## src/rtl/muldiv_sched_pkg.sv

```systemverilog
// Shared definitions for the EXE-stage multiply/divide sequencer:
// FSM state encodings and request-op bit positions.
package muldiv_sched_pkg;

  typedef enum logic [2:0] {
    MD_IDLE  = 3'd0,
    MD_MUL   = 3'd1,
    MD_DSEND = 3'd2,
    MD_DWAIT = 3'd3,
    MD_DONE  = 3'd4,
    MD_DRAIN = 3'd5
  } md_state_e;

  // Positions of the mult/div bits inside the wide alu_op bus; req_op is that 4-bit slice.
  localparam int ALU_OP_MULT  = 12;
  localparam int ALU_OP_MULTU = 13;
  localparam int ALU_OP_DIV   = 14;
  localparam int ALU_OP_DIVU  = 15;

  localparam int OP_W     = 4;
  localparam int OP_MULT  = ALU_OP_MULT  - ALU_OP_MULT;
  localparam int OP_MULTU = ALU_OP_MULTU - ALU_OP_MULT;
  localparam int OP_DIV   = ALU_OP_DIV   - ALU_OP_MULT;
  localparam int OP_DIVU  = ALU_OP_DIVU  - ALU_OP_MULT;

  function automatic logic op_is_div(input logic [OP_W-1:0] op);
    return op[OP_DIV] | op[OP_DIVU];
  endfunction

  function automatic logic op_is_signed(input logic [OP_W-1:0] op);
    return op[OP_MULT] | op[OP_DIV];
  endfunction

endpackage

```

## src/rtl/muldiv_sched_hilo_regs.sv

```systemverilog
// Architectural HI/LO registers. A result commit overrides MTHI/MTLO on the
// same edge; MT writes are suppressed while a flush is active.
module muldiv_hilo_regs
  import muldiv_sched_pkg::*;
#(
  parameter int DATA_W = 32
) (
  input  logic              clk,
  input  logic              reset,
  input  logic              commit,
  input  logic [DATA_W-1:0] res_hi,
  input  logic [DATA_W-1:0] res_lo,
  input  logic              flush,
  input  logic              mt_hi_we,
  input  logic              mt_lo_we,
  input  logic [DATA_W-1:0] mt_data,
  output logic [DATA_W-1:0] hi,
  output logic [DATA_W-1:0] lo
);

  logic [1:0][DATA_W-1:0] res_word;
  logic [1:0]             mt_we;

  assign res_word = {res_hi, res_lo};
  assign mt_we    = {mt_hi_we, mt_lo_we};

  genvar gi;
  generate
    for (gi = 0; gi < 2; gi++) begin : g_hilo
      logic [DATA_W-1:0] word_reg;

      always_ff @(posedge clk or posedge reset) begin
        if (reset) begin
          word_reg <= '0;
        end else if (commit) begin
          word_reg <= res_word[gi];
        end else if (mt_we[gi] && !flush) begin
          word_reg <= mt_data;
        end
      end
    end
  endgenerate

  assign lo = g_hilo[0].word_reg;
  assign hi = g_hilo[1].word_reg;

endmodule

```

## src/rtl/muldiv_sched.sv

```systemverilog
// Multiply/divide sequencer: single-cycle multiplier, AXI-stream divider
// handshake with flush draining, and HI/LO commit on the EXE->MEM handshake.
module muldiv_sched
  import muldiv_sched_pkg::*;
#(
  parameter int DATA_W   = 32,
  parameter bit QUO_HIGH = 1'b1
) (
  input  logic                clk,
  input  logic                reset,
  input  logic                req_valid,
  output logic                req_ready,
  input  logic [OP_W-1:0]     req_op,
  input  logic [DATA_W-1:0]   req_src1,
  input  logic [DATA_W-1:0]   req_src2,
  input  logic                flush,
  output logic                div_signed,
  output logic                div_s_tvalid,
  input  logic                div_s_tready,
  output logic [DATA_W-1:0]   div_s_dividend,
  output logic [DATA_W-1:0]   div_s_divisor,
  input  logic                div_m_tvalid,
  input  logic [2*DATA_W-1:0] div_m_tdata,
  output logic                res_valid,
  input  logic                res_ready,
  output logic                busy,
  input  logic                mt_hi_we,
  input  logic                mt_lo_we,
  input  logic [DATA_W-1:0]   mt_data,
  output logic [DATA_W-1:0]   hi,
  output logic [DATA_W-1:0]   lo
);

  md_state_e           state_reg;
  logic [DATA_W-1:0]   src1_reg;
  logic [DATA_W-1:0]   src2_reg;
  logic                signed_reg;
  logic [2*DATA_W-1:0] res_reg;
  logic                res_valid_reg;
  logic                tvalid_reg;

  logic                accept;
  logic                commit;
  logic [2*DATA_W-1:0] src1_ext;
  logic [2*DATA_W-1:0] src2_ext;
  logic [2*DATA_W-1:0] mul_prod;
  logic [2*DATA_W-1:0] div_res;

  assign accept = (state_reg == MD_IDLE) && req_valid && !flush && (req_op != '0);
  assign commit = (state_reg == MD_DONE) && res_ready && !flush;

  // Sign-extend only for signed ops; the low 2*DATA_W bits of the product are then right for both.
  assign src1_ext = {{DATA_W{signed_reg & src1_reg[DATA_W-1]}}, src1_reg};
  assign src2_ext = {{DATA_W{signed_reg & src2_reg[DATA_W-1]}}, src2_reg};
  assign mul_prod = src1_ext * src2_ext;

  // div_res is laid out as {hi = remainder, lo = quotient}.
  generate
    if (QUO_HIGH) begin : g_quo_high
      assign div_res = {div_m_tdata[DATA_W-1:0], div_m_tdata[2*DATA_W-1:DATA_W]};
    end else begin : g_quo_low
      assign div_res = div_m_tdata;
    end
  endgenerate

  always_ff @(posedge clk or posedge reset) begin
    if (reset) begin
      state_reg     <= MD_IDLE;
      src1_reg      <= '0;
      src2_reg      <= '0;
      signed_reg    <= 1'b0;
      res_reg       <= '0;
      res_valid_reg <= 1'b0;
      tvalid_reg    <= 1'b0;
    end else begin
      case (state_reg)
        MD_IDLE: begin
          if (accept) begin
            src1_reg   <= req_src1;
            src2_reg   <= req_src2;
            signed_reg <= op_is_signed(req_op);
            if (op_is_div(req_op)) begin
              tvalid_reg <= 1'b1;
              state_reg  <= MD_DSEND;
            end else begin
              state_reg  <= MD_MUL;
            end
          end
        end
        MD_MUL: begin
          if (flush) begin
            state_reg <= MD_IDLE;
          end else begin
            res_reg       <= mul_prod;
            res_valid_reg <= 1'b1;
            state_reg     <= MD_DONE;
          end
        end
        MD_DSEND: begin
          if (div_s_tready) begin
            tvalid_reg <= 1'b0;
          end
          if (flush) begin
            state_reg <= MD_DRAIN;
          end else if (div_s_tready) begin
            state_reg <= MD_DWAIT;
          end
        end
        MD_DWAIT: begin
          if (div_m_tvalid) begin
            // A flush coinciding with dout already has its result in hand: drop it and go idle.
            if (flush) begin
              state_reg <= MD_IDLE;
            end else begin
              res_reg       <= div_res;
              res_valid_reg <= 1'b1;
              state_reg     <= MD_DONE;
            end
          end else if (flush) begin
            state_reg <= MD_DRAIN;
          end
        end
        MD_DRAIN: begin
          // Finish the pending send first, then swallow exactly one dout.
          if (tvalid_reg) begin
            if (div_s_tready) begin
              tvalid_reg <= 1'b0;
            end
          end else if (div_m_tvalid) begin
            state_reg <= MD_IDLE;
          end
        end
        MD_DONE: begin
          if (flush || res_ready) begin
            res_valid_reg <= 1'b0;
            state_reg     <= MD_IDLE;
          end
        end
        default: begin
          state_reg <= MD_IDLE;
        end
      endcase
    end
  end

  assign req_ready      = (state_reg == MD_IDLE);
  assign busy           = (state_reg != MD_IDLE);
  assign div_signed     = signed_reg;
  assign div_s_tvalid   = tvalid_reg;
  assign div_s_dividend = src1_reg;
  assign div_s_divisor  = src2_reg;
  assign res_valid      = res_valid_reg;

  muldiv_hilo_regs #(
    .DATA_W (DATA_W)
  ) u_hilo (
    .clk      (clk),
    .reset    (reset),
    .commit   (commit),
    .res_hi   (res_reg[2*DATA_W-1:DATA_W]),
    .res_lo   (res_reg[DATA_W-1:0]),
    .flush    (flush),
    .mt_hi_we (mt_hi_we),
    .mt_lo_we (mt_lo_we),
    .mt_data  (mt_data),
    .hi       (hi),
    .lo       (lo)
  );

endmodule

```

## config.mk

```make
export PLATFORM = sky130hd
export DESIGN_NAME = muldiv_sched
export DESIGN_NICKNAME = d
export VERILOG_FILES = /design/src/rtl/muldiv_sched_pkg.sv /design/src/rtl/muldiv_sched_hilo_regs.sv /design/src/rtl/muldiv_sched.sv
export SDC_FILE = /design/constraint.sdc
export NUM_CORES = 2
export LEC_CHECK = 0
export BUFFER_PORTS_ARGS = -buffer_cell sky130_fd_sc_hd__buf_2
export CAP_MARGIN = 10
export CELL_PAD_IN_SITES_DETAIL_PLACEMENT = 1
export CELL_PAD_IN_SITES_GLOBAL_PLACEMENT = 2
export CORE_MARGIN = 3
export CORE_UTILIZATION = 41
export DETAILED_ROUTE_END_ITERATION = 12
export GPL_ROUTABILITY_DRIVEN = 0
export PLACE_DENSITY = 0.94
export SYNTH_ARGS = -nofsm -noshare
export SYNTH_HDL_FRONTEND = slang
export SYNTH_SLANG_ARGS = --single-unit
```

## constraint.sdc

```tcl
create_clock -name clk -period 11.4 [get_ports clk]
set_clock_uncertainty 0.05 [all_clocks]
set_input_delay 1.71 -clock clk [delete_from_list [all_inputs] [get_ports clk]]
set_output_delay 1.71 -clock clk [all_outputs]
set_load 0.1 [all_outputs]
```

==> key figures <==
Drt
  • Final antenna-violating net count: 0
  • Number of detailed-route iterations in the first pass: 5
  • Final WL: 152000 um
  • Detailed Route Iter0 Violations: 2052
  • Average wire length per cell after detail routing: 23.0 um
  • Remaining routing DRC violations: 0
  • Avg Vias per Cell: approximately 5.3
  • Total via count after detailed routing: 35100

Synth
  • Main synth FF type: sky130_fd_sc_hd__dfrtp_1
  • Instance count of the mapped netlist: 4994
  • Post-synthesis register bit count: ~200
  • Most common library cells after synthesis: 1132 x sky130_fd_sc_hd__inv_1, 1125 x sky130_fd_sc_hd__fa_1, 905 x sky130_fd_sc_hd__nand2_1, 344 x sky130_fd_sc_hd__and2_1, 271 x sky130_fd_sc_hd__clkbuf_1
  • Most area-hungry cell type in the Yosys netlist: sky130_fd_sc_hd__fa_1
  • Top cells by area in the synthesized netlist: sky130_fd_sc_hd__fa_1 49%, sky130_fd_sc_hd__dfrtp_1 11%, sky130_fd_sc_hd__inv_1 9.2%, sky130_fd_sc_hd__nand2_1 7.4%, sky130_fd_sc_hd__ha_1 5.7%
  • Net count of the mapped netlist: 6504
  • EDFF count, synth: 0
  • Top-count cell post-synth: sky130_fd_sc_hd__inv_1
  • Area fraction of the dominant cell type after synthesis: 0.487
  • Cell area after synthesis: ~0.046 mm2
  • Post-Synthesis Mean Instance Area: approximately 9 um2
  • Sequential cell area fraction in the yosys report: 0.107
  • Fraction of registers with async set or reset after synthesis: 1.00
  • Count of yosys warnings during synthesis: 0
  • Netlist cell types: 69

Final layout
  • Final nets: roughly 6600
  • Area Overhead vs Synth: 7.71%
  • Final Instance Count excl. Fillers: 6624
  • Number of flip-flops under the largest register name: 64
  • Fraction of final layout cells sized beyond drive strength 1: 0.102
  • Finished Cell Area: 0.0498 mm2

Placed design
  • Worst setup slack after placement: 1930 ps
  • Cell area after placement: between 0.04 and 0.05 mm2
  • Number of buffer cells added on primary ports: just over 300
  • Detail Placement HPWL: 125000 um
  • Placed Cells incl. Taps: 6579

Setup path
  • Type of element capturing the critical path: flip-flop
  • Critical path peak fanout: 23
  • Source of the worst register-to-register timing path: div_signed$_DFFE_PP0P_
  • Required @ worst endpoint: roughly 12000 ps
  • Crit Path Class: flip-flop to flip-flop
  • Arrival @ worst endpoint: 9980 ps
  • Origin of the worst setup path: div_signed$_DFFE_PP0P_
  • Worst setup SP type: flip-flop

CTS
  • Post-CTS setup buffer count: 0
  • Clock net sink count: 198
  • Clock slew seen by the registers of the worst setup and hold paths: 90 ps
  • Clock Latency Late Sink: 540 ps
  • Total of cells resized after clock tree synthesis: 0
  • Clock H-tree levels: 4
  • TritonCTS clock tree: yes
  • Clock tree root buffer cell: sky130_fd_sc_hd__clkbuf_16
  • Max Root-Sink Buffers: 2
  • Post-CTS Hold Buffers: 0
  • Number of clock buffers inserted by TritonCTS: 17

Timing
  • Slew margin rel.: 0.206
  • Setup WS post-layout: roughly 1800 ps
  • Final hold violation count: 0
  • Unrepaired setup endpoints after global routing: false
  • Minimum clock period after layout: 9610 ps
  • Setup-failing EPs final: 0
  • Share of the clock period used by the worst path after layout: 0.843
  • Slew at the pin with the worst max-slew slack: approximately 1200 ps
  • Number of pins with negative max-slew slack in the final report: 0
  • FMAX: 104 MHz
  • Total negative setup slack: 0 ps

Die
  • Die Span X: 342 um
  • IO Pins: 306
  • Standard-cell rows: 122
  • Total Die Area: 0.117 mm2
  • Effective utilization at floorplan: 0.415
  • Core box area: 0.111 mm2
  • Chip Height: 342 um

Global route
  • Global route total overflow: 0
  • Maximum number of pins on one net before global-route repair: 85
  • Total global-route track usage: 0.268
  • Via count of the first global-routing pass: 40900
  • First-pass GRT wire length: 238000 um
  • Number of antenna violations at the first check in global routing: 16

Min path
  • Path class of the lowest-slack min-delay path: flip-flop to flip-flop
  • Worst hold start: u_hilo.lo[9]$_DFFE_PP0P_

Job
  • # Max-Cap Violations: 0

Run status
  • Result of the run: completed
## cell type report
type	count	area, um2
fillers	13000	61500
multi-input cells	3376	35900
flip-flops and latches	198	4960
inverters	1135	4270
repair buffers	382	2100
well taps	1488	1860
clock buffers	18	429
clock inverters	14	161
diodes	13	32.5
## metrics by stage
stage | hold WS [ps] | utilization
2_1_floorplan | 399 | -
3_3_place_gp | 407 | 0.442
3_5_place_dp | 420 | 0.442
4_1_cts | 441 | 0.447
5_1_grt | 461 | 0.447
6_report | 434 | 0.447
## metal layers
metal	track usage	part of all wire	vias to the layer above
met4	0.132	0.051	6
met1	0.321	0.38	18900
met5	0	0.00024	-
met3	0.0372	0.052	369
met2	0.471	0.52	1071
li1	-	-	14800
## logic make-up after synthesis
group / synth area share
AOI/OAI and AO/OA: 0.0518
xor gates and xnor gates: 0.0142
adders and majority gates: 0.545
buffers and inverters: 0.116
DFF: 0.107
muxes: 0.0225
and+or+nand+nor: 0.144
## placed cells by master (no fill, tap or decap), types with 18 or more instances in the layout
master                    netlist  final
sky130_fd_sc_hd__inv_1       1132   1131
sky130_fd_sc_hd__fa_1        1125   1125
sky130_fd_sc_hd__nand2_1      905    905
sky130_fd_sc_hd__and2_1       344    344
sky130_fd_sc_hd__buf_2         10    305
sky130_fd_sc_hd__ha_1         212    212
sky130_fd_sc_hd__dfrtp_1      198    191
sky130_fd_sc_hd__a21oi_1      138    136
sky130_fd_sc_hd__nor2_1       119    117
sky130_fd_sc_hd__o21ai_0      105    105
sky130_fd_sc_hd__buf_4          0     77
sky130_fd_sc_hd__mux2_2        64     64
sky130_fd_sc_hd__xnor2_1       50     50
sky130_fd_sc_hd__mux2i_1       32     32
sky130_fd_sc_hd__a22oi_1       32     32
sky130_fd_sc_hd__and3_1        26     26
sky130_fd_sc_hd__xor2_1        25     25
sky130_fd_sc_hd__a21o_1        20     20
sky130_fd_sc_hd__a31oi_1       18     18
## worst max-delay path, stage by stage, from the launching register on
cell and delay [ps]:
sky130_fd_sc_hd__dfrtp_1 980, sky130_fd_sc_hd__and2_1 630, sky130_fd_sc_hd__nand2_1 180, sky130_fd_sc_hd__inv_1 160, sky130_fd_sc_hd__fa_1 490, sky130_fd_sc_hd__fa_1 630, sky130_fd_sc_hd__fa_1 490, sky130_fd_sc_hd__inv_1 450
sky130_fd_sc_hd__fa_1 510, sky130_fd_sc_hd__inv_1 100, sky130_fd_sc_hd__fa_1 450, sky130_fd_sc_hd__fa_1 510, sky130_fd_sc_hd__fa_1 500, sky130_fd_sc_hd__inv_1 50, sky130_fd_sc_hd__fa_1 480, sky130_fd_sc_hd__inv_1 40
sky130_fd_sc_hd__ha_1 400, sky130_fd_sc_hd__nand4_1 260, sky130_fd_sc_hd__nor2_1 210, sky130_fd_sc_hd__nand4_1 110, sky130_fd_sc_hd__a221oi_1 410, sky130_fd_sc_hd__nand2_1 120, sky130_fd_sc_hd__o211ai_1 180, sky130_fd_sc_hd__nand2_1 150
sky130_fd_sc_hd__o31ai_1 410, sky130_fd_sc_hd__o31ai_1 150, sky130_fd_sc_hd__xor2_1 170, sky130_fd_sc_hd__o22ai_1 210
## worst paths after layout
kind,slack [ps],cells past startpoint,endpoint
setup / recovery,1790,27,res_reg[60]$_DFFE_PP0P_
max in group asynchronous,8610,3,div_s_divisor[26]$_DFFE_PP0P_
hold / removal,430,2,u_hilo.lo[9]$_DFFE_PP0P_
setup reg to reg,1790,27,res_reg[60]$_DFFE_PP0P_
min in group asynchronous,1230,2,u_hilo.lo[7]$_DFFE_PP0P_
hold reg to reg,430,2,u_hilo.lo[9]$_DFFE_PP0P_
Power is left out: the tool's default activity adds up to more than one toggle a clock period on the data nets, which glitch-free logic cannot reach.
